===== config.mk =====
export PLATFORM = sky130hd
export DESIGN_NAME = tt_um_ulriktj_sweep_ctrl
export DESIGN_NICKNAME = d
export VERILOG_FILES = /design/src/rtl/sweep_pkg.sv /design/src/rtl/sat_updown_counter.sv /design/src/rtl/tt_um_ulriktj_sweep_ctrl.sv
export SDC_FILE = /design/constraint.sdc
export NUM_CORES = 1
export LEC_CHECK = 0
export CORE_ASPECT_RATIO = 1.4
export CORE_MARGIN = 2
export CORE_UTILIZATION = 28
export CTS_CLUSTER_SIZE = 40
export DETAILED_ROUTE_END_ITERATION = 8
export GPL_ROUTABILITY_DRIVEN = 0
export PLACE_DENSITY = 0.53
export SETUP_SLACK_MARGIN = 0.5
export SLEW_MARGIN = 20
export SYNTH_ARGS = -nofsm -noshare
export SYNTH_HDL_FRONTEND = slang
export SYNTH_SLANG_ARGS = --single-unit

===== constraint.sdc =====
create_clock -name clk -period 1.83 [get_ports clk]
set_input_delay 0.366 -clock clk [delete_from_list [all_inputs] [get_ports clk]]
set_output_delay 0.366 -clock clk [all_outputs]
set_load 0.005 [all_outputs]

===== src/rtl/sweep_pkg.sv =====
// rtl/sweep_pkg.sv - shared types and constants for the sweep controller
package sweep_pkg;

    localparam int WIDTH = 4;

    typedef enum logic [2:0] {
        ST_IDLE     = 3'd0,
        ST_START    = 3'd1,
        ST_UP       = 3'd2,
        ST_DWELL_HI = 3'd3,
        ST_DOWN     = 3'd4,
        ST_DWELL_LO = 3'd5
    } state_t;

    localparam logic [1:0] SEL_LOW   = 2'd0;
    localparam logic [1:0] SEL_HIGH  = 2'd1;
    localparam logic [1:0] SEL_DWELL = 2'd2;
    localparam logic [1:0] SEL_CTRL  = 2'd3;

    localparam int CTRL_P_LSB  = 0;
    localparam int CTRL_P_MSB  = 1;
    localparam int CTRL_SINGLE = 2;
    localparam int CTRL_RSVD   = 3;

    localparam logic [WIDTH-1:0] RST_LOW   = 4'd0;
    localparam logic [WIDTH-1:0] RST_HIGH  = 4'd15;
    localparam logic [WIDTH-1:0] RST_DWELL = 4'd0;
    localparam logic [WIDTH-1:0] RST_CTRL  = 4'd0;

endpackage


===== src/rtl/sat_updown_counter.sv =====
// rtl/sat_updown_counter.sv - loadable up/down counter that saturates at both ends
module sat_updown_counter
    import sweep_pkg::*;
#(
    parameter int W = WIDTH
) (
    input  logic         clk,
    input  logic         rst_n,
    input  logic         load,
    input  logic [W-1:0] load_val,
    input  logic         en,
    input  logic         up,
    output logic [W-1:0] count
);

    localparam logic [W-1:0] MAX_VAL = {W{1'b1}};
    localparam logic [W-1:0] ONE     = W'(1);

    // load wins over stepping; steps stop at 0 and at all-ones
    always_ff @(posedge clk or negedge rst_n) begin
        if (!rst_n) begin
            count <= '0;
        end else if (load) begin
            count <= load_val;
        end else if (en) begin
            if (up && count != MAX_VAL) begin
                count <= count + ONE;
            end else if (!up && count != '0) begin
                count <= count - ONE;
            end
        end
    end

endmodule


===== src/rtl/tt_um_ulriktj_sweep_ctrl.sv =====
// rtl/tt_um_ulriktj_sweep_ctrl.sv - triangle sweep controller TinyTapeout top
module tt_um_ulriktj_sweep_ctrl
    import sweep_pkg::*;
(
    input  logic       clk,
    input  logic       rst_n,
    input  logic [7:0] ui_in,
    output logic [7:0] uo_out,
    input  logic [7:0] uio_in,
    output logic [7:0] uio_out,
    output logic [7:0] uio_oe,
    input  logic       ena
);

    logic [WIDTH-1:0] r_low;
    logic [WIDTH-1:0] r_high;
    logic [WIDTH-1:0] r_dwell;
    logic [WIDTH-1:0] r_ctrl;
    logic             r_wr_q;
    logic             r_cfg_err;
    logic [1:0]       r_presc;
    logic [WIDTH-1:0] r_dwell_cnt;
    state_t           r_state;
    state_t           w_next_state;

    logic [WIDTH-1:0] w_count;
    logic             w_run;
    logic             w_wr_fire;
    logic [1:0]       w_p;
    logic             w_single;
    logic             w_at_high;
    logic             w_at_low;
    logic             w_tick;
    logic             w_cfg_ok;
    logic             w_load;
    logic             w_step_en;
    logic             w_up;
    logic             w_dir;
    logic             w_busy;
    logic             w_unused;

    assign w_run     = ui_in[7];
    assign w_wr_fire = ui_in[6] & ~r_wr_q & (r_state == ST_IDLE);
    assign w_p       = r_ctrl[CTRL_P_MSB:CTRL_P_LSB];
    assign w_single  = r_ctrl[CTRL_SINGLE];
    assign w_at_high = (w_count == r_high);
    assign w_at_low  = (w_count == r_low);
    assign w_tick    = (r_presc == w_p);
    assign w_cfg_ok  = (r_low < r_high);
    assign w_unused  = &{1'b0, ena, uio_in, r_ctrl[CTRL_RSVD]};

    sat_updown_counter #(.W(WIDTH)) u_counter (
        .clk      (clk),
        .rst_n    (rst_n),
        .load     (w_load),
        .load_val (r_low),
        .en       (w_step_en),
        .up       (w_up),
        .count    (w_count)
    );

    // write strobe edge detect and config bank, writable only while idle
    always_ff @(posedge clk or negedge rst_n) begin
        if (!rst_n) begin
            r_wr_q  <= 1'b0;
            r_low   <= RST_LOW;
            r_high  <= RST_HIGH;
            r_dwell <= RST_DWELL;
            r_ctrl  <= RST_CTRL;
        end else begin
            r_wr_q <= ui_in[6];
            if (w_wr_fire) begin
                case (ui_in[5:4])
                    SEL_LOW:   r_low   <= ui_in[3:0];
                    SEL_HIGH:  r_high  <= ui_in[3:0];
                    SEL_DWELL: r_dwell <= ui_in[3:0];
                    default:   r_ctrl  <= ui_in[3:0];
                endcase
            end
        end
    end

    // run request in idle either flags a bad window or clears the flag
    always_ff @(posedge clk or negedge rst_n) begin
        if (!rst_n) begin
            r_cfg_err <= 1'b0;
        end else if (r_state == ST_IDLE && w_run) begin
            r_cfg_err <= ~w_cfg_ok;
        end
    end

    // step prescaler runs only while ramping between endpoints
    always_ff @(posedge clk or negedge rst_n) begin
        if (!rst_n) begin
            r_presc <= 2'd0;
        end else if ((r_state == ST_UP && !w_at_high) || (r_state == ST_DOWN && !w_at_low)) begin
            r_presc <= w_tick ? 2'd0 : r_presc + 2'd1;
        end else begin
            r_presc <= 2'd0;
        end
    end

    // dwell counter loads on endpoint detect and counts down inside dwell states
    always_ff @(posedge clk or negedge rst_n) begin
        if (!rst_n) begin
            r_dwell_cnt <= '0;
        end else if ((r_state == ST_UP && w_at_high) || (r_state == ST_DOWN && w_at_low)) begin
            r_dwell_cnt <= r_dwell;
        end else if ((r_state == ST_DWELL_HI || r_state == ST_DWELL_LO) && r_dwell_cnt != '0) begin
            r_dwell_cnt <= r_dwell_cnt - WIDTH'(1);
        end
    end

    // FSM state register
    always_ff @(posedge clk or negedge rst_n) begin
        if (!rst_n) begin
            r_state <= ST_IDLE;
        end else begin
            r_state <= w_next_state;
        end
    end

    // FSM next state; dropping run leaves any active state immediately
    always_comb begin
        w_next_state = r_state;
        if (r_state != ST_IDLE && !w_run) begin
            w_next_state = ST_IDLE;
        end else begin
            case (r_state)
                ST_IDLE:     if (w_run && w_cfg_ok) w_next_state = ST_START;
                ST_START:    w_next_state = ST_UP;
                ST_UP:       if (w_at_high) w_next_state = ST_DWELL_HI;
                ST_DWELL_HI: if (r_dwell_cnt == '0) w_next_state = ST_DOWN;
                ST_DOWN:     if (w_at_low) w_next_state = ST_DWELL_LO;
                ST_DWELL_LO: if (r_dwell_cnt == '0) w_next_state = w_single ? ST_IDLE : ST_UP;
                default:     w_next_state = ST_IDLE;
            endcase
        end
    end

    // FSM outputs; counter moves only while run is held so a stop freezes it
    always_comb begin
        w_load    = 1'b0;
        w_step_en = 1'b0;
        w_up      = 1'b0;
        w_dir     = 1'b0;
        w_busy    = (r_state != ST_IDLE);
        case (r_state)
            ST_START: begin
                w_load = w_run;
                w_dir  = 1'b1;
            end
            ST_UP: begin
                w_dir     = 1'b1;
                w_up      = 1'b1;
                w_step_en = w_run & ~w_at_high & w_tick;
            end
            ST_DWELL_HI: w_dir = 1'b1;
            ST_DOWN:     w_step_en = w_run & ~w_at_low & w_tick;
            default: ;
        endcase
    end

    // endpoint flags are qualified by busy so an idle block presents all zeros
    assign uo_out  = {w_busy, w_busy & w_at_low, w_busy & w_at_high, w_dir, w_count};
    assign uio_out = {4'b0000, r_cfg_err, r_state};
    assign uio_oe  = 8'h0F;

endmodule


# After elaboration in Yosys (flattened, before gate mapping)
# Index checks and enable logic that the tools add are counted.
# word_totals
reg_bits,30
in_bits,19
wordCells,98
# classes
addsub,4
order_cmp,1
n_eq_ne,16
muxes,20
bitwise_logic,13
reduce_logical,34
# op_table
op,n
4-bit 2-to-1 mux,6
3-bit 2-to-1 mux,6
3-bit one-hot mux with 6 select lines,1
1-bit logical AND,10
2-bit AND reduction,5
3-bit by 1-bit != test with 1-bit output (second input constant),3
1-bit bitwise AND,8
4-bit equality test,2
4-bit nonzero test,2
4-bit by 1-bit subtractor with 4-bit output (second input constant),2
3-bit by 2-bit equality test with 1-bit output (second input constant),2
3-bit equality test (second input constant),2
2-bit 2-to-1 mux,3
3-bit by 2-bit != test with 1-bit output (second input constant),2
3-bit nonzero test,2
3-bit OR reduction,2
1-bit inverter,5
5-bit AND reduction,1
4-bit by 1-bit adder with 4-bit output (second input constant),1
1-bit zero test,4
4-bit zero test,1
4-bit less-than comparator,1
4-bit != test (second input constant),1
2-bit nonzero test,2
other kinds (10),14

# Depth between registers and ports, before layout
# depth
ltp_word,8
mapped_depth,8

# By module
# From an unflattened synthesis, not the netlist that was laid out.
# unflattened
hier_cells,189
hier_area_um2,1925.6
# modules_own_cells
mod,n_inst,cells_each,area_each_um2
tt_um_ulriktj_sweep_ctrl,1,155,1586.5
sat_updown_counter,1,34,339.1

# Least setup slack after synthesis
# Ideal clock, no wire load.
# synth_path
path_kind,reg2reg
startpoint,register r_state[2]
endpoint,register u_counter.count[3]
t_arrival_ps,1806
required_ps,1697
path_slack_ps,-110
path_stages_with_launch,9
n_path_buf,1
path_cell_list,dfrtp_1 > buf_6 > nor3b_4 > o21ai_0 > ha_1 > a21o_1 > a21oi_1 > xor2_1 > o211ai_1
# synth_between
elab_chain_len,6
elab_cells_between_ends,15
classes_between,3 x eq/ne; 6 x mux; 6 x reduce/logical
# synth_lines
item,line,rtl
from (decl),tt_um_ulriktj_sweep_ctrl.sv:23,state_t r_state;
from (signal assigned),tt_um_ulriktj_sweep_ctrl.sv:119,r_state <= w_next_state;
3-bit by 2-bit equality test with 1-bit output,tt_um_ulriktj_sweep_ctrl.sv:148,case (r_state)
1-bit 2-to-1 mux,tt_um_ulriktj_sweep_ctrl.sv:148,
1-bit logical AND or 1-bit zero test (tied branches),"sat_updown_counter.sv:26, sat_updown_counter.sv:28",
4-bit 2-to-1 mux or 1-bit logical AND (tied branches),"sat_updown_counter.sv:26, sat_updown_counter.sv:28",
4-bit 2-to-1 mux or 3-bit nonzero test (tied branches),--,
4-bit 2-to-1 mux or 2-bit AND reduction (tied branches),--,
to (signal assigned),sat_updown_counter.sv:24,count <= load_val;
to (signal assigned),sat_updown_counter.sv:27,count <= count + ONE;
to (signal assigned),sat_updown_counter.sv:29,count <= count - ONE;
to (decl),sat_updown_counter.sv:13,output logic [W-1:0] count
# Several ways; a longest one is shown, not always the timed one. The select of a mux whose other input is x is not followed.
# A chain may end at the register's enable or synchronous reset.

# Worst setup path in the final report
# Same ends and word-level chain as after synthesis.

==> metrics.md <==
| Metric | Value |
|---|---|
| Hold Slack | ~480 ps |
| Synth cell types | 48 |
| DP Area | approximately 2300 sq um |
| LEAKAGE | about 1.5 nW |
| Crit start category | register |
| Largest net degree at the start of global routing | 31 |
| Total power | roughly 5.9 mW |
| Root Driver | clkbuf_8 |
| Pre-Repair DR Iteration Count | 4 |
| Die Ht | between 100 and 150 um |
| CTS Buffer Depth | 2 |
| Cell area after layout | 3230 sq um |
| #FFs+latches synth | 30 |
| First-pass GRT wire length | 8530 um |
| Core area | 6570 sq um |
| Post-layout util | 49.2% |
| Pwr dens | about 1800 nW/um^2 |
| Most frequent cell after synthesis | dfrtp_1 |
| FFs w/ async S/R, synth | 100% |
| Max FO, Critical Path | 4 |
| Worst path required time | between 1500 and 2000 ps |
| CTS sink cnt | 30 |
| WL met2 | between 2000 and 3000 um |
| Peak Freq | about 520 MHz |
| RSZ-0062 raised after global routing | true |
| Final setup violation count | 13 |
| Gr usage total | between 10 and 15% |
| Mapped Avg Cell Area | between 9 and 10 sq um |
| Yosys top cell by area | dfrtp_1 |
| Period minus WS final | 1940 ps |
| Antenna-violating nets left | 0 |
| Crit share post-route | 106% |
| Crit path DAT | approximately 2100 ps |
| Max-slew violations | 0 |
| H-tree depth reported by CTS | 2 |
| Min-delay worst type | input pin to async pin |
| Outcome | complete, but fails checks |
| Top post-synthesis cells by area | dfrtp_1, mux2_2, buf_4 |
| Sequential fraction of the synthesis area | between 40% and 50% |
| FILL cells | 610 |
| Num CTS Buffers | 5 |
| Fraction of layout cells with a size suffix above 1 | between 50 and 60% |
| Ant. Diodes | 0 |
| CP delay by family, top | compound AO/OA/AOI/OAI gates |
| Cells after Synth | between 150 and 200 |
| Final Hold Fails | 0 |
| Cell area after synthesis | about 1900 sq um |
| Slowest stage delay, CP | slightly above 400 ps |
| Vias | about 1,700 |
| CTS tree | done |
| Reg clk slew, reported paths | 70 ps |
| Critical-path cell list | nor3b_4 > o21ai_2 > ha_1 > a21o_1 > a21oi_2 > xor2_1 > o211ai_1 |
| Final WL | ~5300 um |
| DP HPWL | around 3100 um |
| Peak VDD IR | ~0.55 mV |
| Max cap viols | 0 |
| Buf/Inv on CP | 0 |
| Worst reg2reg setup slack | -110 ps |
| Routed wl met3 | about 170 um |
| Vias in the first global route | between 1,500 and 2,000 |
| DRT iter0 DRCs | 84 |
| Max Used Layer | met4 |
| Remaining Overflow, GRT | 0 |
| Worst-path cell with the longest stage delay | dfrtp_1 |
| Worst-Skew Late Latency | between 200 and 300 ps |
| Setup_tns | -749 ps |
| Crit end category | register |
| IO buf count | 21 |
| DR vias/cell | approximately 4.8 |
| Routed wire per std cell | 14.5 um |
| WS Path Type | register to register |
| Clock Skew | a little over 7 ps |
| Post-synth top area share | between 30 and 40% |
| Die width | around 73 um |
| Synth warnings | 0 |
| DR DRC count | 0 |
| Main synth FF type | dfrtp_1 |
| Fin worst setup slack | -110 ps |
| Met1 WL | ~2200 um |
| IO Count | 43 |
| Starting Density | 28.7% |
| Final Net Count | between 300 and 400 |
| Synth cell count leaders | dfrtp_1, buf_4, mux2_2 |
| Die footprint | around 7400 sq um |
| Hold Buf Count CTS | 0 |
| Area Overhead vs Synth | 71.0% |
| Row Count | 35 |
| EDFF count, synth | 0 |
| Failing checks | setup timing |
| Antenna violations before repair | 0 |
==> kinds of logic (layout without fill, tap and decap cells) <==
family	count (synthesis)	after routing	synth area share (%)
fa+ha+maj	7	7	5.04
simple gates	55	56	16.4
xor+xnor	16	16	7.42
compound gates	33	33	11.7
other cells	2	12	0.398
buf+inv	33	119	10.1
flops	30	30	40.0
mux	15	15	8.95
==> repair_timing <==
action                     4_1_cts  5_1_grt
gates resized for setup        132       31
setup endpoints to repair       41       39
pin swaps                       26       20
cloned                           1        0
buffers inserted                40        9
==> worst reg2reg max path, delay by kind of cell, from the launching register on <==
| family | cells | cell delay [ps] |
|---|---|---|
| adders and majority gates | 1 | 290 |
| AOI/OAI and AO/OA | 4 | 610 |
| xor gates and xnor gates | 1 | 190 |
| DFF | 1 | 410 |
| and+or+nand+nor | 1 | 320 |
==> area by class of cell <==
type | instances | area [sq um] | share of cell area (%)
Timing Repair Buffer | 100 | 908 | 28.1
Clock buffer | 7 | 86.3 | 2.67
Sequential cell | 30 | 761 | 23.6
Tap cell | 74 | 92.6 | 2.87
Inverter | 11 | 43.8 | 1.36
Multi-Input combinational cell | 139 | 1330 | 41.3
Clock inverter | 1 | 5.00 | 0.155
==> cell usage in the layout (no fill, tap or decap), drive strengths merged, types with 7 or more instances in the layout <==
master         instances
nand2                 13
o21ai                 10
buf                   90
dfrtp                 26
xnor2                 11
clkdlybuf4s50          9
nor2                  13
inv                   11
conb                  12
clkbuf                 7
mux2                  15
==> where the power goes <==
group	leakage (nW)	internal (mW)	switching [mW]	total, mW
Sequential	0.359	1.00	0.311	1.31
Combinational	1.05	2.43	1.59	4.02
Clock	0.0482	0.303	0.253	0.556
Total	1.45	3.74	2.16	5.89
==> state kept, by name, summed over array words and instances (netlist names) <==
name and count:
r_cfg_err 1, r_ctrl 3, r_dwell 4, r_dwell_cnt 4, r_high 4, r_low 4
r_presc 2, r_state 3, r_wr_q 1, u_counter.count 4
==> path summary, 6_finish.rpt <==
path,from,to,depth (start not counted)
min,rst_n,r_dwell_cnt[3]$_DFFE_PN0P_,2
min in group clk,r_dwell[2]$_DFFE_PN0P_,r_dwell_cnt[2]$_DFFE_PN0P_,2
min reg2reg,r_dwell[2]$_DFFE_PN0P_,r_dwell_cnt[2]$_DFFE_PN0P_,2
max in group asynchronous,rst_n,r_high[1]$_DFFE_PN1P_,2
max,r_state[2]$_DFFE_PN0P_,u_counter.count[3]$_DFFE_PN0P_,7
max reg2reg,r_state[2]$_DFFE_PN0P_,u_counter.count[3]$_DFFE_PN0P_,7
==> layer usage <==
layer  vias up  track usage (%)
met5         -                0
met4         0             4.62
met3         7             2.59
met2        36             26.5
met1       847             18.2
li1        832                -
==> per-stage QoR <==
step | setup WS, ps | std cells
global route | -181 | 362
finish | -110 | 362
detailed placement | -195 | 304
CTS | -108 | 353
global placement | -204 | 304
floorplan | -62.8 | 201
(Power assumes the default switching activity.)
